$ cat src/rtl/sat_bin_pkg.sv
// Shared definitions for the bin transfer sequencer: state encoding,
// phase-counter sizing, memory word widths and the bin item address helper.
package sat_bin_pkg;

  typedef enum logic [2:0] {
    IDLE  = 3'd0,
    L_CLS = 3'd1,
    L_VAR = 3'd2,
    L_LVL = 3'd3,
    S_CLS = 3'd4,
    S_VAR = 3'd5,
    S_LVL = 3'd6,
    DONE  = 3'd7
  } xfer_state_e;

  localparam int unsigned DEF_NUM_CLAUSES_A_BIN = 8;
  localparam int unsigned DEF_NUM_VARS_A_BIN    = 8;
  localparam int unsigned DEF_NUM_LVLS_A_BIN    = 8;

  function automatic int unsigned max3(input int unsigned a, input int unsigned b,
                                       input int unsigned c);
    int unsigned m;
    m = (a > b) ? a : b;
    return (m > c) ? m : c;
  endfunction

  // A load phase counts 0..N inclusive, so the counter must hold max(N).
  function automatic int unsigned phase_cnt_w(input int unsigned nc, input int unsigned nv,
                                              input int unsigned nl);
    return $clog2(max3(nc, nv, nl) + 1);
  endfunction

  // A clause carries two literal bits per variable of the bin.
  function automatic int unsigned clause_w(input int unsigned nv);
    return 2 * nv;
  endfunction

  localparam int unsigned PHASE_CNT_W  = phase_cnt_w(DEF_NUM_CLAUSES_A_BIN,
                                                     DEF_NUM_VARS_A_BIN,
                                                     DEF_NUM_LVLS_A_BIN);
  localparam int unsigned CLAUSE_W     = clause_w(DEF_NUM_VARS_A_BIN);
  localparam int unsigned VAR_STATE_W  = 11;
  localparam int unsigned LVL_STATE_W  = 19;

  // Item k of a bin lives at bin*N + k; callers truncate to their address width.
  function automatic logic [31:0] item_addr(input logic [31:0] bin, input logic [31:0] n,
                                            input logic [31:0] k);
    return bin * n + k;
  endfunction

endpackage

$ cat src/rtl/xfer_phase_cnt.sv
// Phase item counter: counts 0..i_last, wraps to 0 on the terminal count and
// exposes its next value plus a one-hot decode of that next value, so the
// owner can register strobes that line up with the counter itself.
module xfer_phase_cnt
  import sat_bin_pkg::*;
#(
  parameter int unsigned CNT_W = PHASE_CNT_W,
  parameter int unsigned OH_W  = 9
) (
  input  logic             clk,
  input  logic             rst,
  input  logic             i_clr,
  input  logic             i_en,
  input  logic [CNT_W-1:0] i_last,
  output logic [CNT_W-1:0] o_cnt,
  output logic [CNT_W-1:0] o_nxt_cnt,
  output logic             o_tc,
  output logic [OH_W-1:0]  o_nxt_onehot
);

  logic [CNT_W-1:0] r_cnt;
  logic [CNT_W-1:0] w_nxt;

  assign o_tc      = (r_cnt == i_last);
  assign o_cnt     = r_cnt;
  assign o_nxt_cnt = w_nxt;

  // Next count: clear wins, otherwise advance and wrap at the terminal count.
  always_comb begin
    w_nxt = r_cnt;
    if (i_clr) begin
      w_nxt = '0;
    end else if (i_en) begin
      w_nxt = o_tc ? '0 : r_cnt + 1'b1;
    end
  end

  // One-hot decode of the next count value.
  always_comb begin
    o_nxt_onehot = '0;
    for (int j = 0; j < int'(OH_W); j++) begin
      o_nxt_onehot[j] = (w_nxt == CNT_W'(j));
    end
  end

  // Count register, cleared asynchronously by reset.
  always_ff @(posedge clk or negedge rst) begin
    if (!rst) begin
      r_cnt <= '0;
    end else begin
      r_cnt <= w_nxt;
    end
  end

endmodule

$ cat src/rtl/bin_xfer_ctrl.sv
// Bin transfer sequencer between the bin memories and the sat engine arrays.
// A load walks clauses, variable states and level states from memory into the
// engine; a store walks them from the engine into memory. Control outputs are
// registered from the next state/count; data paths are combinational.
// Optional macro BIN_XFER_PERF_EN adds a saturating completed-transfer count.
module bin_xfer_ctrl
  import sat_bin_pkg::*;
#(
  parameter int unsigned NUM_CLAUSES_A_BIN     = 8,
  parameter int unsigned NUM_VARS_A_BIN        = 8,
  parameter int unsigned NUM_LVLS_A_BIN        = 8,
  parameter int unsigned WIDTH_BIN_ID          = 10,
  parameter int unsigned WIDTH_VAR_STATES      = 11,
  parameter int unsigned WIDTH_LVL_STATES      = 19,
  parameter int unsigned ADDR_WIDTH_CLAUSES    = 9,
  parameter int unsigned ADDR_WIDTH_VAR_STATES = 9,
  parameter int unsigned ADDR_WIDTH_LVL_STATES = 9
) (
  input  logic                                         clk,
  input  logic                                         rst,
  input  logic                                         load_i,
  input  logic                                         store_i,
  input  logic [WIDTH_BIN_ID-1:0]                      bin_id_i,
  output logic                                         busy_o,
  output logic                                         done_o,
  output logic [NUM_CLAUSES_A_BIN-1:0]                 wr_carray_o,
  output logic [NUM_CLAUSES_A_BIN-1:0]                 rd_carray_o,
  output logic [NUM_VARS_A_BIN*2-1:0]                  clause_o,
  input  logic [NUM_VARS_A_BIN*2-1:0]                  clause_i,
  output logic [NUM_VARS_A_BIN-1:0]                    wr_var_states_o,
  output logic [WIDTH_VAR_STATES*NUM_VARS_A_BIN-1:0]   var_states_o,
  input  logic [WIDTH_VAR_STATES*NUM_VARS_A_BIN-1:0]   var_states_i,
  output logic [NUM_LVLS_A_BIN-1:0]                    wr_lvl_states_o,
  output logic [WIDTH_LVL_STATES*NUM_LVLS_A_BIN-1:0]   lvl_states_o,
  input  logic [WIDTH_LVL_STATES*NUM_LVLS_A_BIN-1:0]   lvl_states_i,
  output logic [ADDR_WIDTH_CLAUSES-1:0]                cmem_addr_o,
  output logic                                         cmem_we_o,
  output logic [NUM_VARS_A_BIN*2-1:0]                  cmem_wdata_o,
  input  logic [NUM_VARS_A_BIN*2-1:0]                  cmem_rdata_i,
  output logic [ADDR_WIDTH_VAR_STATES-1:0]             vmem_addr_o,
  output logic                                         vmem_we_o,
  output logic [WIDTH_VAR_STATES-1:0]                  vmem_wdata_o,
  input  logic [WIDTH_VAR_STATES-1:0]                  vmem_rdata_i,
  output logic [ADDR_WIDTH_LVL_STATES-1:0]             lmem_addr_o,
  output logic                                         lmem_we_o,
  output logic [WIDTH_LVL_STATES-1:0]                  lmem_wdata_o,
  input  logic [WIDTH_LVL_STATES-1:0]                  lmem_rdata_i
`ifdef BIN_XFER_PERF_EN
  ,
  output logic [15:0]                                  xfer_cnt_o
`endif
);

  localparam int unsigned NC    = NUM_CLAUSES_A_BIN;
  localparam int unsigned NV    = NUM_VARS_A_BIN;
  localparam int unsigned NL    = NUM_LVLS_A_BIN;
  localparam int unsigned CNT_W = phase_cnt_w(NC, NV, NL);
  localparam int unsigned OH_W  = max3(NC, NV, NL) + 1;
  localparam int unsigned WV    = WIDTH_VAR_STATES;
  localparam int unsigned WL    = WIDTH_LVL_STATES;

  xfer_state_e r_state, w_nxt_state;
  logic [WIDTH_BIN_ID-1:0] r_bin, w_bin;

  logic [CNT_W-1:0] w_cnt, w_nxt_cnt, w_last;
  logic             w_tc, w_cnt_en;
  logic [OH_W-1:0]  w_nxt_oh;

  logic [ADDR_WIDTH_CLAUSES-1:0]    w_item_c, w_caddr, r_caddr;
  logic [ADDR_WIDTH_VAR_STATES-1:0] w_item_v, w_vaddr, r_vaddr;
  logic [ADDR_WIDTH_LVL_STATES-1:0] w_item_l, w_laddr, r_laddr;
  logic [NC-1:0] w_wr_carray, r_wr_carray, w_rd_carray, r_rd_carray;
  logic [NV-1:0] w_wr_var, r_wr_var;
  logic [NL-1:0] w_wr_lvl, r_wr_lvl;
  logic w_cwe, w_vwe, w_lwe, r_cwe, r_vwe, r_lwe;
  logic r_busy, r_done;

  // Load phases run k=0..N (one extra cycle for read latency); store phases k=0..N-1.
  always_comb begin
    case (r_state)
      L_CLS:   w_last = CNT_W'(NC);
      L_VAR:   w_last = CNT_W'(NV);
      L_LVL:   w_last = CNT_W'(NL);
      S_CLS:   w_last = CNT_W'(NC - 1);
      S_VAR:   w_last = CNT_W'(NV - 1);
      S_LVL:   w_last = CNT_W'(NL - 1);
      default: w_last = '0;
    endcase
  end

  assign w_cnt_en = (r_state != IDLE) && (r_state != DONE);

  xfer_phase_cnt #(
    .CNT_W (CNT_W),
    .OH_W  (OH_W)
  ) u_cnt (
    .clk          (clk),
    .rst          (rst),
    .i_clr        (!w_cnt_en),
    .i_en         (w_cnt_en),
    .i_last       (w_last),
    .o_cnt        (w_cnt),
    .o_nxt_cnt    (w_nxt_cnt),
    .o_tc         (w_tc),
    .o_nxt_onehot (w_nxt_oh)
  );

  // Next state: store beats load on a simultaneous request; busy requests are dropped.
  always_comb begin
    w_nxt_state = r_state;
    case (r_state)
      IDLE: begin
        if (store_i)     w_nxt_state = S_CLS;
        else if (load_i) w_nxt_state = L_CLS;
      end
      L_CLS:   if (w_tc) w_nxt_state = L_VAR;
      L_VAR:   if (w_tc) w_nxt_state = L_LVL;
      L_LVL:   if (w_tc) w_nxt_state = DONE;
      S_CLS:   if (w_tc) w_nxt_state = S_VAR;
      S_VAR:   if (w_tc) w_nxt_state = S_LVL;
      S_LVL:   if (w_tc) w_nxt_state = DONE;
      DONE:    w_nxt_state = IDLE;
      default: w_nxt_state = IDLE;
    endcase
  end

  // The bin id is taken straight from the input on the accept cycle.
  assign w_bin    = (r_state == IDLE) ? bin_id_i : r_bin;
  assign w_item_c = ADDR_WIDTH_CLAUSES'(item_addr(32'(w_bin), 32'(NC), 32'(w_nxt_cnt)));
  assign w_item_v = ADDR_WIDTH_VAR_STATES'(item_addr(32'(w_bin), 32'(NV), 32'(w_nxt_cnt)));
  assign w_item_l = ADDR_WIDTH_LVL_STATES'(item_addr(32'(w_bin), 32'(NL), 32'(w_nxt_cnt)));

  // Control outputs for the coming cycle, decoded from next state and next count.
  always_comb begin
    w_wr_carray = '0;
    w_rd_carray = '0;
    w_wr_var    = '0;
    w_wr_lvl    = '0;
    w_caddr     = '0;
    w_vaddr     = '0;
    w_laddr     = '0;
    w_cwe       = 1'b0;
    w_vwe       = 1'b0;
    w_lwe       = 1'b0;
    case (w_nxt_state)
      L_CLS: begin
        w_wr_carray = w_nxt_oh[NC:1];
        if (w_nxt_cnt < CNT_W'(NC)) w_caddr = w_item_c;
      end
      L_VAR: begin
        w_wr_var = w_nxt_oh[NV:1];
        if (w_nxt_cnt < CNT_W'(NV)) w_vaddr = w_item_v;
      end
      L_LVL: begin
        w_wr_lvl = w_nxt_oh[NL:1];
        if (w_nxt_cnt < CNT_W'(NL)) w_laddr = w_item_l;
      end
      S_CLS: begin
        w_rd_carray = w_nxt_oh[NC-1:0];
        w_caddr     = w_item_c;
        w_cwe       = 1'b1;
      end
      S_VAR: begin
        w_vaddr = w_item_v;
        w_vwe   = 1'b1;
      end
      S_LVL: begin
        w_laddr = w_item_l;
        w_lwe   = 1'b1;
      end
      default: ;
    endcase
  end

  // Sequencer state, latched bin id and registered control outputs.
  always_ff @(posedge clk or negedge rst) begin
    if (!rst) begin
      r_state     <= IDLE;
      r_bin       <= '0;
      r_busy      <= 1'b0;
      r_done      <= 1'b0;
      r_wr_carray <= '0;
      r_rd_carray <= '0;
      r_wr_var    <= '0;
      r_wr_lvl    <= '0;
      r_caddr     <= '0;
      r_vaddr     <= '0;
      r_laddr     <= '0;
      r_cwe       <= 1'b0;
      r_vwe       <= 1'b0;
      r_lwe       <= 1'b0;
    end else begin
      r_state     <= w_nxt_state;
      if (r_state == IDLE) r_bin <= bin_id_i;
      r_busy      <= (w_nxt_state != IDLE);
      r_done      <= (w_nxt_state == DONE);
      r_wr_carray <= w_wr_carray;
      r_rd_carray <= w_rd_carray;
      r_wr_var    <= w_wr_var;
      r_wr_lvl    <= w_wr_lvl;
      r_caddr     <= w_caddr;
      r_vaddr     <= w_vaddr;
      r_laddr     <= w_laddr;
      r_cwe       <= w_cwe;
      r_vwe       <= w_vwe;
      r_lwe       <= w_lwe;
    end
  end

  assign busy_o          = r_busy;
  assign done_o          = r_done;
  assign wr_carray_o     = r_wr_carray;
  assign rd_carray_o     = r_rd_carray;
  assign wr_var_states_o = r_wr_var;
  assign wr_lvl_states_o = r_wr_lvl;
  assign cmem_addr_o     = r_caddr;
  assign vmem_addr_o     = r_vaddr;
  assign lmem_addr_o     = r_laddr;
  assign cmem_we_o       = r_cwe;
  assign vmem_we_o       = r_vwe;
  assign lmem_we_o       = r_lwe;

  // Load data: memory read data lands in the strobed slot, every other slot is zero.
  assign clause_o = (|r_wr_carray) ? cmem_rdata_i : '0;

  always_comb begin
    var_states_o = '0;
    for (int j = 0; j < int'(NV); j++) begin
      if (r_wr_var[j]) var_states_o[j*WV +: WV] = vmem_rdata_i;
    end
  end

  always_comb begin
    lvl_states_o = '0;
    for (int j = 0; j < int'(NL); j++) begin
      if (r_wr_lvl[j]) lvl_states_o[j*WL +: WL] = lmem_rdata_i;
    end
  end

  // Store data: the engine item for the current count goes straight to memory.
  assign cmem_wdata_o = r_cwe ? clause_i : '0;

  always_comb begin
    vmem_wdata_o = '0;
    for (int j = 0; j < int'(NV); j++) begin
      if (r_vwe && (w_cnt == CNT_W'(j))) vmem_wdata_o = var_states_i[j*WV +: WV];
    end
  end

  always_comb begin
    lmem_wdata_o = '0;
    for (int j = 0; j < int'(NL); j++) begin
      if (r_lwe && (w_cnt == CNT_W'(j))) lmem_wdata_o = lvl_states_i[j*WL +: WL];
    end
  end

`ifdef BIN_XFER_PERF_EN
  logic [15:0] r_xfer_cnt;

  // Completed-transfer count, saturating at all ones.
  always_ff @(posedge clk or negedge rst) begin
    if (!rst) begin
      r_xfer_cnt <= '0;
    end else if (r_done && (r_xfer_cnt != 16'hFFFF)) begin
      r_xfer_cnt <= r_xfer_cnt + 16'd1;
    end
  end

  assign xfer_cnt_o = r_xfer_cnt;
`endif

endmodule

$ cat config.mk
export PLATFORM = sky130hd
export DESIGN_NAME = bin_xfer_ctrl
export DESIGN_NICKNAME = d
export VERILOG_FILES = /design/src/rtl/sat_bin_pkg.sv /design/src/rtl/xfer_phase_cnt.sv /design/src/rtl/bin_xfer_ctrl.sv
export SDC_FILE = /design/constraint.sdc
export NUM_CORES = 1
export LEC_CHECK = 0
export CORE_AREA = 2 2 268 270
export DETAILED_ROUTE_END_ITERATION = 8
export DIE_AREA = 0 0 270 272
export PLACE_DENSITY_LB_ADDON = 0.2
export SYNTH_ARGS = -nofsm -noshare
export SYNTH_HDL_FRONTEND = slang
export SYNTH_HIERARCHICAL = 1
export SYNTH_SLANG_ARGS = --single-unit
$ cat constraint.sdc
create_clock -name clk -period 7.25 [get_ports clk]
set_input_delay 0.725 -clock clk [delete_from_list [all_inputs] [get_ports clk]]
set_output_delay 0.725 -clock clk [all_outputs]
set_load 0.05 [all_outputs]
==> results of run 1 <==
-- stage by stage --
| step | worst slack, ns | hold WS [ns] | instances | utilization | cell area (µm²) |
|---|---|---|---|---|---|
| 3_5_place_dp | 2.79 | 0.513 | 2513 | 0.215 | 15200 |
| 3_3_place_gp | 2.79 | 0.512 | 2513 | 0.215 | 15200 |
| 6_report | 2.44 | 0.237 | 2529 | 0.220 | 15500 |
| 2_1_floorplan | 4.05 | 0.429 | 944 | - | 7530 |
| 5_1_grt | 2.17 | 0.225 | 2529 | 0.220 | 15500 |
| 4_1_cts | 2.37 | 0.226 | 2529 | 0.220 | 15500 |
-- final cells by class --
cell class	instances	area (µm²)
well taps	950	1190
clock inverters	7	73.8
fillers	7876	55200
repair buffers	685	6830
multi-input cells	771	5170
inverters	30	113
clock buffers	9	225
flip-flops and latches	77	1930
-- per-layer routing --
layer / up-vias / GRT usage / wire [µm]
li1: 4475 / - / -
met1: 4383 / 0.143 / 19400
met2: 353 / 0.225 / 24900
met3: 34 / 0.0280 / 2610
met4: 2 / 0.0225 / 730
met5: - / 0 / 11
-- logic make-up after synthesis --
group                      share of synthesized area
AOI/OAI and AO/OA                              0.151
muxes                                          0.119
adders and majority gates                    0.00664
and+or+nand+nor                                0.397
xor gates and xnor gates                      0.0126
buffers and inverters                         0.0578
DFF                                            0.256
-- registers in the layout, indices dropped and copies added, names as in the netlist --
signal,cells
vmem_addr_o,9
r_state,3
r_bin,6
wr_lvl_states_o,8
rd_carray_o,8
u_cnt/o_cnt,4
lmem_we_o,1
vmem_we_o,1
lmem_addr_o,9
cmem_we_o,1
cmem_addr_o,9
wr_var_states_o,8
wr_carray_o,8
busy_o,1
done_o,1
-- worst register-to-register path, cell delays in order, from the launching register on --
cell,delay [ns]
dfrtp_1,0.59
nand2_1,0.12
and2_1,0.27
nor2_1,0.60
inv_1,0.34
inv_1,0.22
nor2_1,0.11
nor2_1,0.24
ha_1,0.29
nand3_1,0.16
or3_1,0.36
and3_1,0.22
nor3_1,0.18
-- power breakdown --
part | switching [mW] | total, mW | internal [mW]
sequential | 0.224 | 0.771 | 0.547
combinational | 1.65 | 2.66 | 1.01
clock | 0.213 | 0.457 | 0.244
-- cells in the final DEF, fill, tap and decap left out, drive strengths merged, types with 13 or more instances in the layout --
cell | netlist | final
clkdlybuf4s50 | 0 | 676
and2 | 305 | 305
dfrtp | 77 | 77
nor2 | 58 | 58
a21oi | 51 | 51
nand2 | 46 | 46
mux2i | 45 | 45
o21ai | 41 | 41
inv | 30 | 36
mux2 | 30 | 30
nand3b | 20 | 20
nor2b | 18 | 18
a221oi | 17 | 17
o22ai | 15 | 15
nor3 | 14 | 14
nand3 | 13 | 13
-- worst max path at each step --
| stage | slack, ns | cells after the start | endpoint | startpoint |
|---|---|---|---|---|
| 2_1_floorplan | 4.05 | 6 | vmem_wdata_o[10] | u_cnt/o_cnt[1] |
| 3_3_place_gp | 2.79 | 5 | vmem_wdata_o[8] | u_cnt/o_cnt[2] |
| 3_5_place_dp | 2.79 | 5 | vmem_wdata_o[8] | u_cnt/o_cnt[2] |
| 4_1_cts | 2.37 | 5 | vmem_wdata_o[8] | u_cnt/o_cnt[2] |
| 5_1_grt | 2.17 | 5 | vmem_wdata_o[8] | u_cnt/o_cnt[2] |
| 6_report | 2.44 | 5 | vmem_wdata_o[8] | u_cnt/o_cnt[2] |
==> flow_metrics.py, run 1 <==
metrics = {
    "timing": {
        "tns_ns": 0,
        "grt_setup_unrepaired": "no",
        "slew_viol_final": 0,
        "finalHoldViolations": 0,
        "finalSetupViolCount": 0,
        "finClkSkew_ns": 0.00832,
        "post-route-period-util": 0.663,
        "relSlewSlack": 0.322,
        "fmax_mhz": 208,
        "worst_pin_slew_ns": 1.02,
        "period_needed_ns": 4.81,
    },
    "setup_path": {
        "slowest_stage": "dfrtp_1",
        "crit_arrival_ns": 4.08,
        "start_kind": "register",
        "worst-r2r-cell-count": 12,
        "reg2reg_to": "lmem_addr_o[8]",
        "cpPeakStageDelay_ns": 1.00,
        "cp-end-kind": "output port",
        "r2r_slack_ns": 3.46,
        "crit_fanout": 21,
        "path_class": "reg2out",
        "rr_startpoint": "r_state[1]",
        "critPathBufInv": 1,
        "critPathRequiredTime_ns": 6.52,
        "crit_chain": "nand3b_1, nor3_1, a21oi_1, o221ai_1, clkdlybuf4s50_1",
        "cp_top_family": "simple AND/OR/NAND/NOR gates",
    },
    "placement": {
        "routabilityCongestion": 0.863,
        "portBuffers": 677,
        "dpl.hpwl_mm": 39.2,
    },
    "hold_path": {
        "hp-class": "in2async",
    },
    "drt": {
        "firstDrtPassIters": 5,
        "routed_via_density": 3.66,
        "routedWlPerCell_um": 18.8,
        "postRouteAntennaNets": 0,
        "dr_total_vias": 9247,
        "drcViolationCount": 0,
        "drt_iter0_drc": 391,
        "wl_mm": 47.7,
    },
    "floorplanning": {
        "die_h_um": 272,
        "dieWidth_um": 270,
        "std_cell_rows": 98,
        "io_pins": 682,
        "fp.dieArea_um2": 73400,
        "initial_utilization": 0.106,
        "core_um2": 70800,
    },
    "synth": {
        "synth_top_area_frac": 0.256,
        "synth_area_leaders": "dfrtp_1 26%, and2_1 25%, mux2i_1 5.7%",
        "postSynthNetCount": 1264,
        "synthFlopType": "dfrtp_1",
        "yosysMostFrequentCell": "and2_1",
        "async_reset_ff_frac": 1.00,
        "synth_area_leader_cell": "dfrtp_1",
        "synth_edf_count": 0,
        "synthCells": 944,
        "synth_cell_type_count": 68,
        "ys_ff_latch": 77,
        "synth_common_cells": "305 x and2_1, 77 x dfrtp_1, 57 x nor2_1",
        "synth_warnings": 6,
        "avgSynthCellArea_um2": 7.98,
        "ys_seq_area_frac": 0.256,
        "syn-cell-area_um2": 7530,
    },
    "clocking": {
        "clockBufferDepth": 2,
        "cts_tree": "yes",
        "cts_buffers": 9,
        "clkLatencyLatePin_ns": 0.36,
        "root_buffer": "clkbuf_16",
        "cts_setup_buffers": 0,
        "cts-resized-gates": 0,
        "path_clk_slew_ns": 0.07,
        "cts_hold_buf": 0,
        "cts_sinks": 77,
        "htreeDepth": 3,
    },
    "global_routing": {
        "gr-total-overflow": 0,
        "antenna_found_initial": 3,
        "first_global_vias": 9061,
        "grt_usage": 0.122,
        "grt_pass1_wl_mm": 66.6,
        "grt_max_degree": 77,
    },
    "run_status": {
        "outcome": "finished clean",
    },
    "power_and_ir_drop": {
        "power_density_nw_per_um2": 250,
        "p_total_mw": 3.89,
        "p_leak_nw": 5.84,
        "peakVddDrop_v": 0.000210,
    },
    "final_layout": {
        "antenna_cells": 0,
        "areaGrowthSynthToFinish_pct": 106,
        "nets": 1894,
        "drive_gt1_frac": 0.0551,
    },
    "flow_run": {
        "max_cap_violations": 0,
    },
}
(Power assumes the default switching activity.)
==> run 2, diff against run 1 <==
--- a/config.mk
+++ b/config.mk
@@ -5,9 +5,9 @@
 export SDC_FILE = /design/constraint.sdc
 export NUM_CORES = 1
 export LEC_CHECK = 0
-export CORE_AREA = 2 2 268 270
+export CORE_AREA = 2 2 262 264
 export DETAILED_ROUTE_END_ITERATION = 8
-export DIE_AREA = 0 0 270 272
+export DIE_AREA = 0 0 264 266
 export PLACE_DENSITY_LB_ADDON = 0.2
 export SYNTH_ARGS = -nofsm -noshare
 export SYNTH_HDL_FRONTEND = slang
==> constraint.sdc (replaced) <==
create_clock -name clk -period 4.1 [get_ports clk]
set_input_delay 0.41 -clock clk [delete_from_list [all_inputs] [get_ports clk]]
set_output_delay 0.41 -clock clk [all_outputs]
set_load 0.05 [all_outputs]
==> run 2 against run 1 <==
Net effect: sequential share of layout area hardly changed; count of clock-buffer cells in the layout stayed put; register-to-register slack worse by 2.9 ns; final cell count is 2.1% lower; clock power is 87% higher; first-iteration DRC count is 7.2% lower; highest routed layer unchanged.
==> flow_metrics.py, run 2 (same netlist as run 1, synthesis figures left out) <==
metrics = {
    "clocking": {
        "cts_tree": "yes",
        "clkLatencyLatePin_ns": 0.36,
        "clockBufferDepth": 2,
        "path_clk_slew_ns": 0.07,
        "root_buffer": "clkbuf_16",
        "cts_setup_buffers": 0,
        "htreeDepth": 3,
        "cts_buffers": 9,
        "cts_hold_buf": 0,
        "cts_sinks": 77,
    },
    "timing": {
        "tns_ns": 0,
        "finalSetupViolCount": 0,
        "whs_ns": 0.0971,
        "relSlewSlack": 0.349,
        "slew_viol_final": 0,
        "period_needed_ns": 3.74,
        "finalHoldViolations": 0,
        "finClkSkew_ns": 0.0104,
        "worst_pin_slew_ns": 0.977,
        "grt_setup_unrepaired": "no",
        "fmax_mhz": 268,
        "post-route-period-util": 0.911,
    },
    "setup_path": {
        "cp-end-kind": "output port",
        "start_kind": "register",
        "reg2reg_to": "vmem_addr_o[8]",
        "crit_arrival_ns": 3.33,
        "path_class": "reg2out",
        "critPathRequiredTime_ns": 3.69,
        "worst-r2r-cell-count": 12,
        "r2r_slack_ns": 0.59,
        "rr_startpoint": "r_state[0]",
        "crit_fanout": 21,
    },
    "placement": {
        "post_dp_cell_area_um2": 15200,
        "portBuffers": 677,
        "dpl.hpwl_mm": 39.3,
        "routabilityCongestion": 0.830,
    },
    "final_layout": {
        "drive_gt1_frac": 0.0741,
        "areaGrowthSynthToFinish_pct": 106,
        "layout_commonest_cell": "clkdlybuf4s50_1",
        "final_cell_mix": "659 x clkdlybuf4s50_1, 305 x and2_1, 75 x dfrtp_1, 56 x nor2_1, 50 x a21oi_1",
        "fin_area_um2": 15500,
        "nets": 1907,
        "fin_util": 0.230,
    },
    "global_routing": {
        "first_global_vias": 9075,
        "antenna_found_initial": 3,
        "grt_usage": 0.128,
        "grt_max_degree": 64,
        "gr-total-overflow": 0,
        "grt_pass1_wl_mm": 66.2,
    },
    "flow_run": {
        "max_cap_violations": 0,
    },
    "floorplanning": {
        "dieWidth_um": 264,
        "std_cell_rows": 96,
        "initial_utilization": 0.111,
        "die_h_um": 266,
        "io_pins": 682,
        "fp.dieArea_um2": 70200,
        "core_um2": 67700,
    },
    "drt": {
        "firstDrtPassIters": 5,
        "drt_iter0_drc": 363,
        "routedWlPerCell_um": 19.2,
        "routed_via_density": 3.76,
        "drcViolationCount": 0,
        "dr_total_vias": 9304,
        "wl_mm": 47.5,
        "postRouteAntennaNets": 0,
    },
    "power_and_ir_drop": {
        "power_density_nw_per_um2": 449,
        "p_total_mw": 6.98,
        "peakVddDrop_v": 0.000277,
        "p_leak_nw": 5.95,
    },
    "hold_path": {
        "hp-class": "in2async",
    },
    "run_status": {
        "outcome": "finished clean",
    },
}
[run 2: worst max path at each step]
stage	slack [ns]	start	to
2_1_floorplan	1.21	u_cnt/o_cnt[1]	vmem_wdata_o[10]
3_3_place_gp	0.40	r_state[0]	lmem_addr_o[8]
3_5_place_dp	0.30	r_state[0]	vmem_addr_o[8]
4_1_cts	0.24	u_cnt/o_cnt[2]	vmem_wdata_o[9]
5_1_grt	0.1	u_cnt/o_cnt[2]	vmem_wdata_o[9]
6_report	0.36	u_cnt/o_cnt[2]	vmem_wdata_o[9]
[run 2: through the flow]
step	instances	worst slack [ns]
6_report	2477	0.363
5_1_grt	2475	0.0974
4_1_cts	2474	0.243
3_5_place_dp	2458	0.304
3_3_place_gp	2458	0.395
2_1_floorplan	944	1.21
[run 2: metal layers]
| metal | wire (µm) | vias up | track usage | part of all wire |
|---|---|---|---|---|
| li1 | - | 4509 | - | - |
| met1 | 18800 | 4382 | 0.149 | 0.40 |
| met2 | 24600 | 365 | 0.232 | 0.52 |
| met3 | 3040 | 46 | 0.0337 | 0.064 |
| met4 | 982 | 2 | 0.0298 | 0.021 |
| met5 | 13 | - | 0 | 0.00027 |
[run 2: critical path, cell delays in order, from the launching register on]
cell and delay (ns):
dfrtp_1 0.98, inv_1 0.27, nor2_1 0.58, nand3_1 0.14, o221ai_1 0.12, clkdlybuf4s50_1 0.87
[run 2: cell type report]
| type | instances | area (µm²) |
|---|---|---|
| fill | 7391 | 52200 |
| timing repair buffer | 698 | 6900 |
| multi-input combinational | 771 | 5170 |
| sequential | 77 | 1930 |
| tap | 882 | 1100 |
| clock buffer | 9 | 225 |
| inverter | 30 | 113 |
| clock inverter | 7 | 91.3 |
| antenna | 3 | 7.51 |
[run 2: timing repair]
| action | CTS | global route |
|---|---|---|
| setup endpoints to repair | 0 | 3 |
| resized for setup | 0 | 1 |
| hold endpoints to repair | 0 | 0 |
[run 2: power by group]
group	switching, mW	internal, mW	total [mW]	leakage, nW
Clock	0.369	0.486	0.856	0.151
Combinational	3.00	1.84	4.84	4.78
Sequential	0.317	0.969	1.29	1.02
==> run 3, diff against run 2 <==
--- a/config.mk
+++ b/config.mk
@@ -6,6 +6,7 @@
 export NUM_CORES = 1
 export LEC_CHECK = 0
 export CORE_AREA = 2 2 262 264
+export CTS_CLUSTER_SIZE = 8
 export DETAILED_ROUTE_END_ITERATION = 8
 export DIE_AREA = 0 0 264 266
 export PLACE_DENSITY_LB_ADDON = 0.2
==> results of run 3 <==
Final layout, timing and power as in run 2 (identical DEF).
